**config.mk**
```make
export PLATFORM = sky130hd
export DESIGN_NAME = fdivsqrt_iter_ctrl
export DESIGN_NICKNAME = d
export VERILOG_FILES = /design/src/rtl/fdivsqrt_iter_ctrl.sv
export SDC_FILE = /design/constraint.sdc
export NUM_CORES = 1
export LEC_CHECK = 0
export ABC_CLOCK_PERIOD_IN_PS = 2700
export BUFFER_PORTS_ARGS = -buffer_cell sky130_fd_sc_hd__buf_2
export CAP_MARGIN = 20
export CORE_AREA = 8 8 55 57
export DETAILED_ROUTE_END_ITERATION = 8
export DIE_AREA = 0 0 63 65
export PLACE_DENSITY_LB_ADDON = 0.05
export SLEW_MARGIN = 10
export SYNTH_ARGS = -nofsm -noshare
export SYNTH_HDL_FRONTEND = slang
export SYNTH_SLANG_ARGS = --single-unit
```
**constraint.sdc**
```tcl
create_clock -name clk -period 2.7 [get_ports clk]
set_input_delay 0 -clock clk [delete_from_list [all_inputs] [get_ports clk]]
set_output_delay 0 -clock clk [all_outputs]
set_load 0.1 [all_outputs]
```
**src/rtl/fdivsqrt_iter_ctrl.sv**
```systemverilog
// ---------------------------------------------------------------------------
// fdivsqrt_iter_ctrl
//
// Sequencer for an iterative radix-4 divide / square-root datapath. It
// accepts an operation request, issues a one-cycle init pulse to load the
// residual and quotient/root registers, advances the recurrence n_iter times
// (pausing while stall is high) and presents the result until the consumer
// takes it.
//
// Ports
//   clk        in   clock, rising-edge active
//   reset_n    in   asynchronous active-low reset
//   start      in   operation request, taken only while ready=1
//   sqrt_in    in   1 = square root, 0 = divide (captured on accept)
//   n_iter     in   number of radix-4 iterations (captured on accept)
//   special    in   operand needs no iteration (captured on accept)
//   stall      in   pipeline hold, freezes the iteration sequence
//   flush      in   abort current operation, back to idle next edge
//   out_ready  in   consumer accepts the result
//   ready      out  idle, able to accept start
//   init       out  one-cycle load pulse for the recurrence registers
//   iter_en    out  advance the recurrence this cycle
//   sqrt_e     out  operation type of the most recently accepted request
//   j1         out  first iteration cycle
//   jlast      out  final iteration cycle
//   out_valid  out  result available, held until out_ready
// ---------------------------------------------------------------------------
module fdivsqrt_iter_ctrl #(
    parameter int CNTW = 6
) (
    input  logic            clk,
    input  logic            reset_n,
    input  logic            start,
    input  logic            sqrt_in,
    input  logic [CNTW-1:0] n_iter,
    input  logic            special,
    input  logic            stall,
    input  logic            flush,
    input  logic            out_ready,
    output logic            ready,
    output logic            init,
    output logic            iter_en,
    output logic            sqrt_e,
    output logic            j1,
    output logic            jlast,
    output logic            out_valid
);

    // All four encodings are live states, so no encoding is unreachable.
    localparam logic [1:0] ST_IDLE = 2'd0;
    localparam logic [1:0] ST_INIT = 2'd1;
    localparam logic [1:0] ST_BUSY = 2'd2;
    localparam logic [1:0] ST_DONE = 2'd3;

    localparam logic [CNTW-1:0] CNT_ZERO = {CNTW{1'b0}};
    localparam logic [CNTW-1:0] CNT_ONE  = {{(CNTW-1){1'b0}}, 1'b1};

    logic [1:0]      state_q,   state_d;
    logic [CNTW-1:0] cnt_q,     cnt_d;
    logic [CNTW-1:0] niter_q,   niter_d;
    logic            sqrt_q,    sqrt_d;
    logic            special_q, special_d;

    // Next-state and capture logic; flush has priority over everything.
    always_comb begin
        state_d   = state_q;
        cnt_d     = cnt_q;
        niter_d   = niter_q;
        sqrt_d    = sqrt_q;
        special_d = special_q;
        if (flush) begin
            state_d = ST_IDLE;
            cnt_d   = CNT_ZERO;
        end else begin
            case (state_q)
                ST_IDLE: begin
                    if (start) begin
                        state_d   = ST_INIT;
                        sqrt_d    = sqrt_in;
                        niter_d   = n_iter;
                        special_d = special;
                    end else begin
                        state_d = ST_IDLE;
                    end
                end
                ST_INIT: begin
                    // Nothing to iterate: skip straight to the result.
                    if (special_q || (niter_q == CNT_ZERO)) begin
                        state_d = ST_DONE;
                        cnt_d   = CNT_ZERO;
                    end else begin
                        state_d = ST_BUSY;
                        cnt_d   = niter_q;
                    end
                end
                ST_BUSY: begin
                    if (!stall) begin
                        // Leave on the last iteration instead of counting to
                        // zero, so an all-ones n_iter never wraps.
                        if (cnt_q == CNT_ONE) begin
                            state_d = ST_DONE;
                            cnt_d   = CNT_ZERO;
                        end else begin
                            state_d = ST_BUSY;
                            cnt_d   = cnt_q - CNT_ONE;
                        end
                    end else begin
                        state_d = ST_BUSY;
                        cnt_d   = cnt_q;
                    end
                end
                ST_DONE: begin
                    if (out_ready) begin
                        state_d = ST_IDLE;
                    end else begin
                        state_d = ST_DONE;
                    end
                end
                default: begin
                    state_d = ST_IDLE;
                    cnt_d   = CNT_ZERO;
                end
            endcase
        end
    end

    // State and operand registers, cleared asynchronously by reset_n.
    always_ff @(posedge clk or negedge reset_n) begin
        if (!reset_n) begin
            state_q   <= ST_IDLE;
            cnt_q     <= CNT_ZERO;
            niter_q   <= CNT_ZERO;
            sqrt_q    <= 1'b0;
            special_q <= 1'b0;
        end else begin
            state_q   <= state_d;
            cnt_q     <= cnt_d;
            niter_q   <= niter_d;
            sqrt_q    <= sqrt_d;
            special_q <= special_d;
        end
    end

    // Output decode straight from flops, so reset reaches the outputs without
    // a clock edge; iter_en alone depends on the live stall input.
    always_comb begin
        ready     = 1'b0;
        init      = 1'b0;
        iter_en   = 1'b0;
        j1        = 1'b0;
        jlast     = 1'b0;
        out_valid = 1'b0;
        sqrt_e    = sqrt_q;
        case (state_q)
            ST_IDLE: begin
                ready = 1'b1;
            end
            ST_INIT: begin
                init = 1'b1;
            end
            ST_BUSY: begin
                iter_en = ~stall;
                // cnt holds under stall, so j1/jlast hold with it.
                if (cnt_q == niter_q) begin
                    j1 = 1'b1;
                end else begin
                    j1 = 1'b0;
                end
                if (cnt_q == CNT_ONE) begin
                    jlast = 1'b1;
                end else begin
                    jlast = 1'b0;
                end
            end
            ST_DONE: begin
                out_valid = 1'b1;
            end
            default: begin
                ready = 1'b0;
            end
        endcase
    end

endmodule

```
### Yosys cells after proc, flatten, opt, wreduce, memory -nomap -nowiden

Cells that the tools add are included.

* bitwise logic cells: 2
* reduce and logical (&&, ||, !) cells: 6
* add/sub/neg operators: 1
* equal/unequal tests: 6
* multiplexer cells: 20

Operator list (number)
* 2-to-1 mux 6 bit: 4
* one-hot mux 6 bit (2 select lines): 1
* 2-to-1 mux 1 bit: 11
* one-hot mux 2 bit (4 select lines): 1
* == test 6 x 1 -> 1 bit (second input constant): 1
* == test 6 bit: 1
* logical NOT 6 bit: 1
* 2-to-1 mux 2 bit: 3
* subtractor 6 x 1 -> 6 bit (second input constant): 1
* == test 2 bit (second input constant): 2
* inequality test 3 bit (second input constant): 1
* AND reduction 3 bit: 1
* nonzero test 3 bit: 1
* == test 2 x 1 -> 1 bit (second input constant): 1
* logical NOT 2 bit: 1
* inverter 1 bit: 2
* AND reduction 2 bit: 1
* logical OR 1 bit: 1

* logic and storage cells: 40
* bits of input ports: 14
* register bits after elaboration: 16
* output and inout bits: 7

### Longest topological paths before layout

Gate-level depths: netlist (run 1).

* word-level depth: 5
* gate-level depth with buffers: 6
* depth with buffers taken out: 6

### Worst setup path after synthesis (run 1)

OpenSTA, ideal clock, no wires.

* path kind: register to register
* start: register state_q[1]
* end: register cnt_q[3]
* buffers on the path: 0
* data required time: 2563 ps
* data arrival time: 3620 ps
* library setup time: 137 ps
* stages on the path, launching flop included: 5
* path slack: -1057 ps
* clock period less this slack: 3757 ps
* cell sequence: dfrtp_1 nor3b_1 nor3_1 a22oi_1 nand3_1

* cells in the longest elaborated chain, start to end: 3
* elaborated cells between the ends (all ways): 7
* classes of those cells: eq/ne (3); mux (2); reduce/logical (2)

RTL lines
* start, declared: line 58 `logic [1:0] state_q, state_d;`
* start signal, assigned: line 136 `state_q <= state_d;`
* == test 2 bit / == test 2 x 1 -> 1 bit (equally long branches): line 75 `case (state_q)`
* one-hot mux 6 bit (2 select lines) (tied with other cells): line 75
* 2-to-1 mux 6 bit / AND reduction 2 bit (equally long branches)
* end signal, assigned: line 137 `cnt_q <= cnt_d;`
* end, declared: line 59 `logic [CNTW-1:0] cnt_q, cnt_d;`

Several ways; a longest one is shown, not always the timed one.
A chain may end at the register's enable or synchronous reset.

### Worst setup path after layout (run 1)

* start: register state_q[0]
* end: output port j1

* cells in the longest elaborated chain, start to end: 2

RTL lines
* == test 2 bit: line 154 `case (state_q)`
* 2-to-1 mux 1 bit: line 154
* end, declared: line 44 `output logic j1,`

No other way between the ends.

==> flow_summary.yaml, run 1 <==
status:
  status: "complete, no violations"
yosys:
  ys.flop_type: "dfrtp_1"
  yosysWarnings: 0
  syn-cell-area_um2: 993
  synth_seq_area_share: 0.403
  synth_top_area_frac: 0.403
  ys_async_sr_fraction: 1.00
  synth_edf_count: 0
  syn_avg_cell_area_um2: 10.6
  synth_largest_area_cell: "dfrtp_1"
  synth_top_cells_by_area: "dfrtp_1, mux2_2, xor2_1"
  ys_seq_elements: 16
  synthesis.nets: 110
  synthCells: 94
  synth_common_cells: "dfrtp_1, mux2_2"
  synthDistinctLibCells: 36
  synth_most_common_cell: "dfrtp_1"
sta:
  hold_viol_final: 0
  skew_ns: 0.00254
  rsz0062_at_grt: "no"
  relSlewSlack: 0.605
  worst_slack_ns: 0.463
  period_share: 0.828
  post-route-min-period_ns: 2.24
  tightest_slew_ns: 0.589
  finalSetupViolCount: 0
  drv_slew: 0
  fmax_ghz: 0.447
  holdWs_ns: 0.0561
  finalSetupTns_ns: 0
worst_hold_path:
  hold_path.class: "in2reg"
clocking:
  cts.sinks: 16
  clock_latency_ns: 0.28
  cts_tree: "yes"
  cts_buffers: 3
  clock_path_buffers: 2
  post_cts_resized: 0
  cts_root_buffer: "clkbuf_4"
  htree_levels: 1
  clk_pin_slew_ns: 0.10
global_routing:
  grt_pass1_wl_um: 3950
  grt_max_degree: 17
  antenna_found_initial: 0
  gr-total-overflow: 0
  grt_use_total: 0.117
  grt_pass1_vias: 860
pwr:
  p_int_w: 0.000554
  power_frac_seq: 0.395
  leakagePower_nw: 0.559
  power.density_mw_per_mm2: 806
  p_sw_w: 0.000460
  vdd_ir_drop_max_mv: 0.546
  pwr-share-comb: 0.447
  sw_frac_of_total: 0.454
  p_clk_frac: 0.158
worst_setup_path:
  worstPathCellList: "nand2b_4, or4_1, nor4_4, buf_2"
  cp-start-kind: "flip-flop"
  cp_max_fo: 11
  worst_setup_path_end_kind: "output port"
  cp.arrival_ns: 2.24
  critPathTopFamily: "simple AND/OR/NAND/NOR gates"
  critical_path_buf_inv_count: 1
  max_stage_delay_ns: 0.59
  cp_slowest_cell: "or4_1"
  worst-setup-path-type: "reg2out"
  cp_data_required_time_ns: 2.70
routing:
  drc: 0
  vias: 828
  drt-initial-drc-count: 16
  ant_nets: 0
  totalWireLength_um: 2280
  dr.pass1.iters: 4
  via_per_inst: 5.41
  avgRoutedWirePerCell_um: 14.9
placed_design:
  place_inst: 139
  dp_slack_ns: 0.774
  numPortBuffers: 20
  gp_congestion: 0.898
  dp_hpwl_um: 1700
floorplan:
  io_pins: 21
  coreArea_mm2: 0.00215
  die_h_um: 65
  die_area_mm2: 0.00410
  fp.dieW_um: 63
  start_util: 0.462
  rows: 17
layout:
  n_antenna_cell: 0
  instances_no_fill: 153
  nets: 142
  drive_above_1_share: 0.328
  area_growth_pct: 26.6
flow_run:
  drv_cap: 0
state kept, by name, summed over array words and instances (netlist names):
name	flops
niter_q	6
sqrt_e	1
state_q	2
cnt_q	6
special_q	1
final timing paths:
path / slack [ns] / from / cells past startpoint / end
max: 0.46 / state_q[0]$_DFF_PN0_ / 4 / j1
max in group asynchronous: 2.27 / reset_n / 2 / special_q$_DFFE_PN0P_
min in group asynchronous: 0.16 / reset_n / 2 / cnt_q[1]$_DFFE_PN0P_
min reg2reg: 0.52 / sqrt_e$_DFFE_PN0P_ / 1 / sqrt_e$_DFFE_PN0P_
min: 0.06 / flush / 2 / state_q[1]$_DFF_PN0_
max reg2reg: 0.86 / cnt_q[1]$_DFFE_PN0P_ / 6 / cnt_q[2]$_DFFE_PN0P_
repair_timing:
item	4_1_cts	5_1_grt
setup buffers	0	0
hold buffers	10	0
hold endpoints to repair	25	0
routing by layer:
| layer | wire length [um] | share of wire | track usage |
|---|---|---|---|
| met1 | 1060 | 0.47 | 0.142 |
| met2 | 1130 | 0.49 | 0.196 |
| met3 | 78 | 0.034 | 0.0292 |
| met4 | 11 | 0.0048 | 0.0456 |
| met5 | 0 | 0 | 0 |
power by group through the flow:
stage / Clock, W / Sequential, W / Combinational (W)
CTS: 0.000169 / 0.000401 / 0.000456
global placement: 0 / 0.000405 / 0.000440
detailed placement: 0 / 0.000404 / 0.000444
global route: 0.000179 / 0.000413 / 0.000493
floorplan: 0 / 0.000411 / 0.000346
finish: 0.000160 / 0.000400 / 0.000453
area by class of cell:
cell class,instances,area [um^2]
multi-input combinational,69,563
timing repair buffer,30,200
inverter,6,22.5
sequential,16,400
fill,200,891
clock buffer,4,36.3
tap,28,35.0
cells in the final DEF (no fill, tap or decap), types with 2 or more instances in the layout:
cell type      Yosys  layout
a21oi_1            2       2
nand3_1            5       5
o21ai_0            3       3
a32o_1             2       2
dlygate4sd3_1      0      10
inv_1              6       6
buf_2              2      20
nor2_1             6       6
ha_1               2       2
mux2_2             7       7
nand2b_1           2       2
clkbuf_4           0       3
or4_1              2       2
nand2_1            6       6
a211oi_1           2       2
nor3_1             3       3
xor2_1             6       6
dfrtp_1           16      16
o31ai_1            2       2
metrics by stage:
step / power (W) / cell area, um^2 / util
after global placement: 0.000845 / 1120 / 0.522
after floorplan: 0.000757 / 1010 / -
after global routing: 0.00109 / 1260 / 0.585
after detailed placement: 0.000848 / 1120 / 0.522
final: 0.00101 / 1260 / 0.585
after CTS: 0.00103 / 1260 / 0.585
kinds of logic (layout without fill, tap and decap cells):
kind of cell	after synthesis	after routing	synth area share
compound gates	21	21	0.178
simple gates	33	33	0.218
flops	16	16	0.403
mux	7	7	0.0793
xor+xnor	6	6	0.0529
buf+inv	9	40	0.0441
fa+ha+maj	2	2	0.0252
Note: power is estimated with default switching activity, not from simulation.
==> run 2: changes to the inputs <==
--- a/config.mk
+++ b/config.mk
@@ -5,12 +5,13 @@
 export SDC_FILE = /design/constraint.sdc
 export NUM_CORES = 1
 export LEC_CHECK = 0
-export ABC_CLOCK_PERIOD_IN_PS = 2700
+export ABC_AREA = 1
+export ABC_CLOCK_PERIOD_IN_PS = 2300
 export BUFFER_PORTS_ARGS = -buffer_cell sky130_fd_sc_hd__buf_2
 export CAP_MARGIN = 20
-export CORE_AREA = 8 8 55 57
+export CORE_AREA = 8 8 56 58
 export DETAILED_ROUTE_END_ITERATION = 8
-export DIE_AREA = 0 0 63 65
+export DIE_AREA = 0 0 64 66
 export PLACE_DENSITY_LB_ADDON = 0.05
 export SLEW_MARGIN = 10
 export SYNTH_ARGS = -nofsm -noshare
==> constraint.sdc (replaced) <==
create_clock -name clk -period 2.3 [get_ports clk]
set_input_delay 0 -clock clk [delete_from_list [all_inputs] [get_ports clk]]
set_output_delay 0 -clock clk [all_outputs]
set_load 0.1 [all_outputs]
==> run 2 against run 1 <==
  * Clock skew rose by 0.0091 ns
  * Setup slack better by 0.030 ns
  * Clock power shrank 5%
  * Synthesized cell count is 43% higher
  * Highest routed layer unchanged
  * Combinational power rose by 100%
  * Synthesized area is 3.7% higher
  * Critical path depth is 3 higher
  * Global-route usage is 1.2 points higher
  * Final cell count grew 29%
  * Hold slack gained 0.059 ns
==> flow_summary.yaml, run 2 <==
floorplan:
  rows: 18
  die_h_um: 66
  die_area_mm2: 0.00422
  coreArea_mm2: 0.00232
  start_util: 0.444
  fp.dieW_um: 64
  io_pins: 21
placed_design:
  numPortBuffers: 20
  dp_hpwl_um: 1830
  gp_congestion: 0.879
status:
  status: "complete, no violations"
worst_hold_path:
  hold_path.class: "in2reg"
  hold_depth: 5
yosys:
  synthDistinctLibCells: 25
  synthCells: 134
  synth_largest_area_cell: "dfrtp_1"
  synth_most_common_cell: "nand2_1"
  synthesis.nets: 150
  synth_top_cells_by_area: "dfrtp_1, nand2_1, nor2_1"
  ys_async_sr_fraction: 1.00
  synth_top_area_frac: 0.389
  yosysWarnings: 0
  syn-cell-area_mm2: 0.00103
  ys_seq_elements: 16
  syn_avg_cell_area_um2: 7.68
  synth_common_cells: "nand2_1, nor2_1, dfrtp_1, inv_1, nand3_1"
  ys.flop_type: "dfrtp_1"
  synth_edf_count: 0
  synth_seq_area_share: 0.389
worst_setup_path:
  worst-setup-path-type: "reg2out"
  reg2reg_depth: 7
  cp-start-kind: "flip-flop"
  cp_max_fo: 8
  max_stage_delay_ns: 0.43
  critical_path_buf_inv_count: 2
  cp_data_required_time_ns: 2.30
  worst_setup_path_end_kind: "output port"
  worstPathCellList: "clkinv_1, nand2_1, nand2_1, nor2_1, o221ai_1, nor2_1, buf_2"
  cp.arrival_ns: 1.81
  path_depth: 7
  critPathTopFamily: "buffers and inverters"
  cp_slowest_cell: "buf_2"
sta:
  period_share: 0.786
  holdWs_ns: 0.116
  finalSetupTns_ns: 0
  finalSetupViolCount: 0
  hold_viol_final: 0
  post-route-min-period_ns: 1.81
  tightest_slew_ns: 0.490
  rsz0062_at_grt: "no"
  relSlewSlack: 0.676
  fmax_ghz: 0.553
  drv_slew: 0
  skew_ns: 0.0117
clocking:
  cts_root_buffer: "clkbuf_4"
  post_cts_resized: 0
  clk_pin_slew_ns: 0.10
  post_cts_buffers: 0
  cts_buffers: 3
  cts_tree: "yes"
  cts.sinks: 16
  hold_buffers: 11
  clock_path_buffers: 2
  clock_latency_ns: 0.30
  htree_levels: 1
pwr:
  sw_frac_of_total: 0.525
  p_sw_w: 0.000850
  vdd_ir_drop_max_mv: 0.736
  p_int_w: 0.000768
  power.density_mw_per_mm2: 1250
  p_clk_frac: 0.094
  pwr-share-comb: 0.565
  leakagePower_nw: 0.681
  power_frac_seq: 0.341
layout:
  area_growth_pct: 25.4
  fillerInstances: 223
  mostFrequentLayoutCell: "nand2_1"
  reg_top3: "cnt_q x6, niter_q x6, state_q x2"
  drive_above_1_share: 0.234
  nets: 185
  n_antenna_cell: 0
  multi_input_area_um2: 557
  final-seq-area_um2: 400
  final_cell_mix: "nand2_1, buf_2, nor2_1"
flow_run:
  drv_cap: 0
global_routing:
  grt_pass1_wl_um: 4330
  gr-total-overflow: 0
  grt_use_total: 0.129
  grt_max_degree: 17
  grt_pass1_vias: 959
  antenna_found_initial: 0
routing:
  ant_nets: 0
  dr.pass1.iters: 4
  avgRoutedWirePerCell_um: 12.1
  drt-initial-drc-count: 18
  via_per_inst: 4.84
  drc: 0
  totalWireLength_um: 2380
  vias: 953
run 2: changes by cell type after synthesis, moves of 5 or more:
cell	previous run	this run
inv_1	6	14
mux2_2	7	2
nand2_1	6	34
nand3_1	5	12
nor2_1	6	20
xor2_1	6	0
run 2: worst min-delay path, stage by stage:
cell	delay, ns
buf_2	0.09
inv_1	0.08
nand2_4	0.07
nand2_4	0.08
o21ai_1	0.06
run 2: worst paths after layout:
kind                                           to  slack [ns]                 start
min reg2reg                  cnt_q[1]$_DFFE_PN0P_        0.52  cnt_q[1]$_DFFE_PN0P_
max in group asynchronous  niter_q[3]$_DFFE_PN0P_        1.88               reset_n
max reg2reg                  cnt_q[4]$_DFFE_PN0P_        0.89  cnt_q[0]$_DFFE_PN0P_
max                                            j1        0.49  cnt_q[0]$_DFFE_PN0P_
min in group asynchronous    cnt_q[4]$_DFFE_PN0P_        0.13               reset_n
min                          cnt_q[0]$_DFFE_PN0P_        0.12                 stall
run 2: metrics by stage:
step                 util  std cells  power, W  cell area (um^2)  setup slack [ns]
global route        0.557        197   0.00177              1290             0.261
finish              0.557        197   0.00162              1290             0.493
global placement    0.499        183   0.00145              1160             0.806
detailed placement  0.499        183   0.00146              1160             0.814
floorplan               -        134   0.00128              1030             0.181
CTS                 0.557        197   0.00162              1290             0.480
run 2: routing by layer:
metal | part of all wire | track usage | wire length, um | up-vias
met4 | 0.016 | 0.0585 | 38 | 0
met1 | 0.45 | 0.142 | 1080 | 436
li1 | - | - | - | 498
met2 | 0.49 | 0.223 | 1160 | 14
met3 | 0.044 | 0.0424 | 104 | 5
met5 | 0 | 0 | 0 | -
run 2: cell families after synthesis:
family                     after synthesis  synth area share
adders and majority gates                2            0.0243
muxes                                    5            0.0656
AOI/OAI and AO/OA                       16            0.0899
xor gates and xnor gates                 1           0.00851
DFF                                     16             0.389
buffers and inverters                   18            0.0729
and+or+nand+nor                         76             0.350
run 2: power groups by stage:
stage                     Clock [W]  Combinational [W]  Sequential (W)
after detailed placement          0           0.000901        0.000557
after global placement            0           0.000900        0.000555
final                      0.000152           0.000913        0.000552
after CTS                  0.000154           0.000918        0.000550
after global routing       0.000168            0.00103        0.000573
after floorplan                   0           0.000699        0.000582
run 2: final cells by class:
| class | count | area share |
|---|---|---|
| tap | 30 | 0.0291 |
| inverter | 17 | 0.0494 |
| clock buffer | 3 | 0.0174 |
| multi-input combinational | 100 | 0.431 |
| timing repair buffer | 31 | 0.163 |
| sequential | 16 | 0.310 |
==> run 3: changes to the inputs <==
--- a/config.mk
+++ b/config.mk
@@ -5,13 +5,13 @@
 export SDC_FILE = /design/constraint.sdc
 export NUM_CORES = 1
 export LEC_CHECK = 0
-export ABC_AREA = 1
-export ABC_CLOCK_PERIOD_IN_PS = 2300
+export ABC_AREA = 0
+export ABC_CLOCK_PERIOD_IN_PS = 1620
 export BUFFER_PORTS_ARGS = -buffer_cell sky130_fd_sc_hd__buf_2
 export CAP_MARGIN = 20
-export CORE_AREA = 8 8 56 58
+export CORE_AREA = 8 8 55 57
 export DETAILED_ROUTE_END_ITERATION = 8
-export DIE_AREA = 0 0 64 66
+export DIE_AREA = 0 0 63 65
 export PLACE_DENSITY_LB_ADDON = 0.05
 export SLEW_MARGIN = 10
 export SYNTH_ARGS = -nofsm -noshare
==> constraint.sdc (replaced) <==
create_clock -name clk -period 1.62 [get_ports clk]
set_input_delay 0 -clock clk [delete_from_list [all_inputs] [get_ports clk]]
set_output_delay 0 -clock clk [all_outputs]
set_load 0.1 [all_outputs]
==> run 3 against run 2 <==
  * The run now ends with negative setup slack left
  * Flip-flop and latch count unchanged
  * Register-to-register slack worse by 0.96 ns
  * Cell area increased by 22%
  * Sequential share of layout area down 5.4 points
  * Sequential power grew 10%
  * Critical path type unchanged
  * Largest power group unchanged
==> flow_summary.yaml, run 3 (synthesis gave the netlist of run 1 again) <==
pwr:
  p_clk_frac: 0.112
  leakagePower_nw: 0.692
  p_sw_w: 0.000858
  vdd_ir_drop_max_mv: 1.13
  pwr-share-comb: 0.579
  sw_frac_of_total: 0.436
  power.density_mw_per_mm2: 1250
  p_int_w: 0.00111
  power_frac_seq: 0.309
layout:
  design_area_mm2: 0.00157
  drive_above_1_share: 0.503
  nets: 166
  fin_util: 0.731
  n_antenna_cell: 0
  final_cell_mix: "buf_4, buf_2, dfrtp_1"
  fillerInstances: 159
  instances_no_fill: 177
  area_growth_pct: 58.1
  reg_top3: "cnt_q x6, niter_q x6, state_q x2"
  mostFrequentLayoutCell: "buf_4"
floorplan:
  rows: 17
  fp.dieW_um: 63
  io_pins: 21
  coreArea_mm2: 0.00215
  die_h_um: 65
  die_area_mm2: 0.00410
  start_util: 0.462
clocking:
  cts.sinks: 16
  htree_levels: 1
  clk_pin_slew_ns: 0.10
  cts_tree: "yes"
  clock_path_buffers: 2
  cts_buffers: 3
  clock_latency_ns: 0.28
  cts_root_buffer: "clkbuf_4"
sta:
  drv_slew: 0
  worst_slack_ns: -0.182
  skew_ns: 0.0105
  hold_viol_final: 0
  relSlewSlack: 0.673
  post-route-min-period_ns: 1.80
  finalSetupTns_ns: -0.248
  fmax_ghz: 0.555
  period_share: 1.11
  finalSetupViolCount: 2
  rsz0062_at_grt: "yes"
  tightest_slew_ns: 0.494
routing:
  vias: 909
  via_per_inst: 5.14
  ant_nets: 0
  drt-initial-drc-count: 18
  drc: 0
  dr.pass1.iters: 4
  totalWireLength_um: 2630
  avgRoutedWirePerCell_um: 14.8
placed_design:
  place_inst: 152
  place_area_mm2: 0.00130
  gp_congestion: 0.847
  numPortBuffers: 20
  dp_hpwl_um: 1790
worst_setup_path:
  worst-setup-path-type: "reg2out"
  cp_data_required_time_ns: 1.62
  worst_setup_path_end_kind: "output port"
  cp_max_fo: 2
  cp.arrival_ns: 1.80
  cp-start-kind: "flip-flop"
flow_run:
  drv_cap: 0
status:
  violations: "negative setup slack"
  status: "finished, violations left"
global_routing:
  grt_use_total: 0.128
  gr-total-overflow: 0
  grt_pass1_vias: 918
  antenna_found_initial: 0
  grt_pass1_wl_um: 4250
  grt_max_degree: 17
worst_hold_path:
  hold_path.class: "in2reg"
run 3: final timing paths:
path / cells after the start / end / slack, ns / startpoint
setup / recovery: 4 / j1 / -0.18 / state_q[0]$_DFF_PN0_
hold / removal: 2 / state_q[0]$_DFF_PN0_ / 0.07 / flush
setup reg to reg: 5 / state_q[0]$_DFF_PN0_ / -0.07 / niter_q[2]$_DFFE_PN0P_
hold reg to reg: 1 / sqrt_e$_DFFE_PN0P_ / 0.51 / sqrt_e$_DFFE_PN0P_
max in group asynchronous: 2 / state_q[1]$_DFF_PN0_ / 1.18 / reset_n
min in group asynchronous: 2 / cnt_q[1]$_DFFE_PN0P_ / 0.15 / reset_n
run 3: cell type report:
type	instances	area (um^2)	area share
multi-input cells	69	628	0.400
repair buffers	54	453	0.288
flip-flops and latches	16	402	0.256
well taps	28	35.0	0.0223
clock buffers	4	26.3	0.0167
inverters	6	26.3	0.0167
run 3: through the flow:
step	total power [W]	hold slack, ns	worst slack (ns)
3_3_place_gp	0.00155	-0.0595	0.0246
6_report	0.00197	0.0738	-0.182
4_1_cts	0.00189	0.0418	-0.187
5_1_grt	0.00210	0.0708	-0.237
3_5_place_dp	0.00156	-0.0608	-0.0157
2_1_floorplan	0.00129	-0.296	-0.629
run 3: power groups by stage:
stage | Combinational (W) | Clock (W) | Sequential, W
after floorplan | 0.000602 | 0 | 0.000688
after global placement | 0.000917 | 0 | 0.000629
after detailed placement | 0.000928 | 0 | 0.000633
after CTS | 0.00106 | 0.000228 | 0.000600
after global routing | 0.00123 | 0.000244 | 0.000622
final | 0.00114 | 0.000220 | 0.000609
run 3: worst max-delay path, stage by stage, from the launching register on:
cell and delay [ns]:
dfrtp_1 0.40, nand2b_4 0.15, or4_4 0.55, nor4_4 0.20, buf_12 0.21
run 3: timing repair:
action | in CTS | in global routing
hold endpoints to repair | 25 | 0
hold buffers | 10 | 0
resized for setup | 3 | 12
setup endpoints to repair | 4 | 15
buffers inserted | 7 | 5
cloned | 0 | 1
pin swaps | 3 | 9
run 3: metal layers:
metal	global-route usage	part of all wire
met1	0.157	0.45
met2	0.218	0.52
met3	0.0258	0.033
met4	0.0427	0.0046
met5	0	0
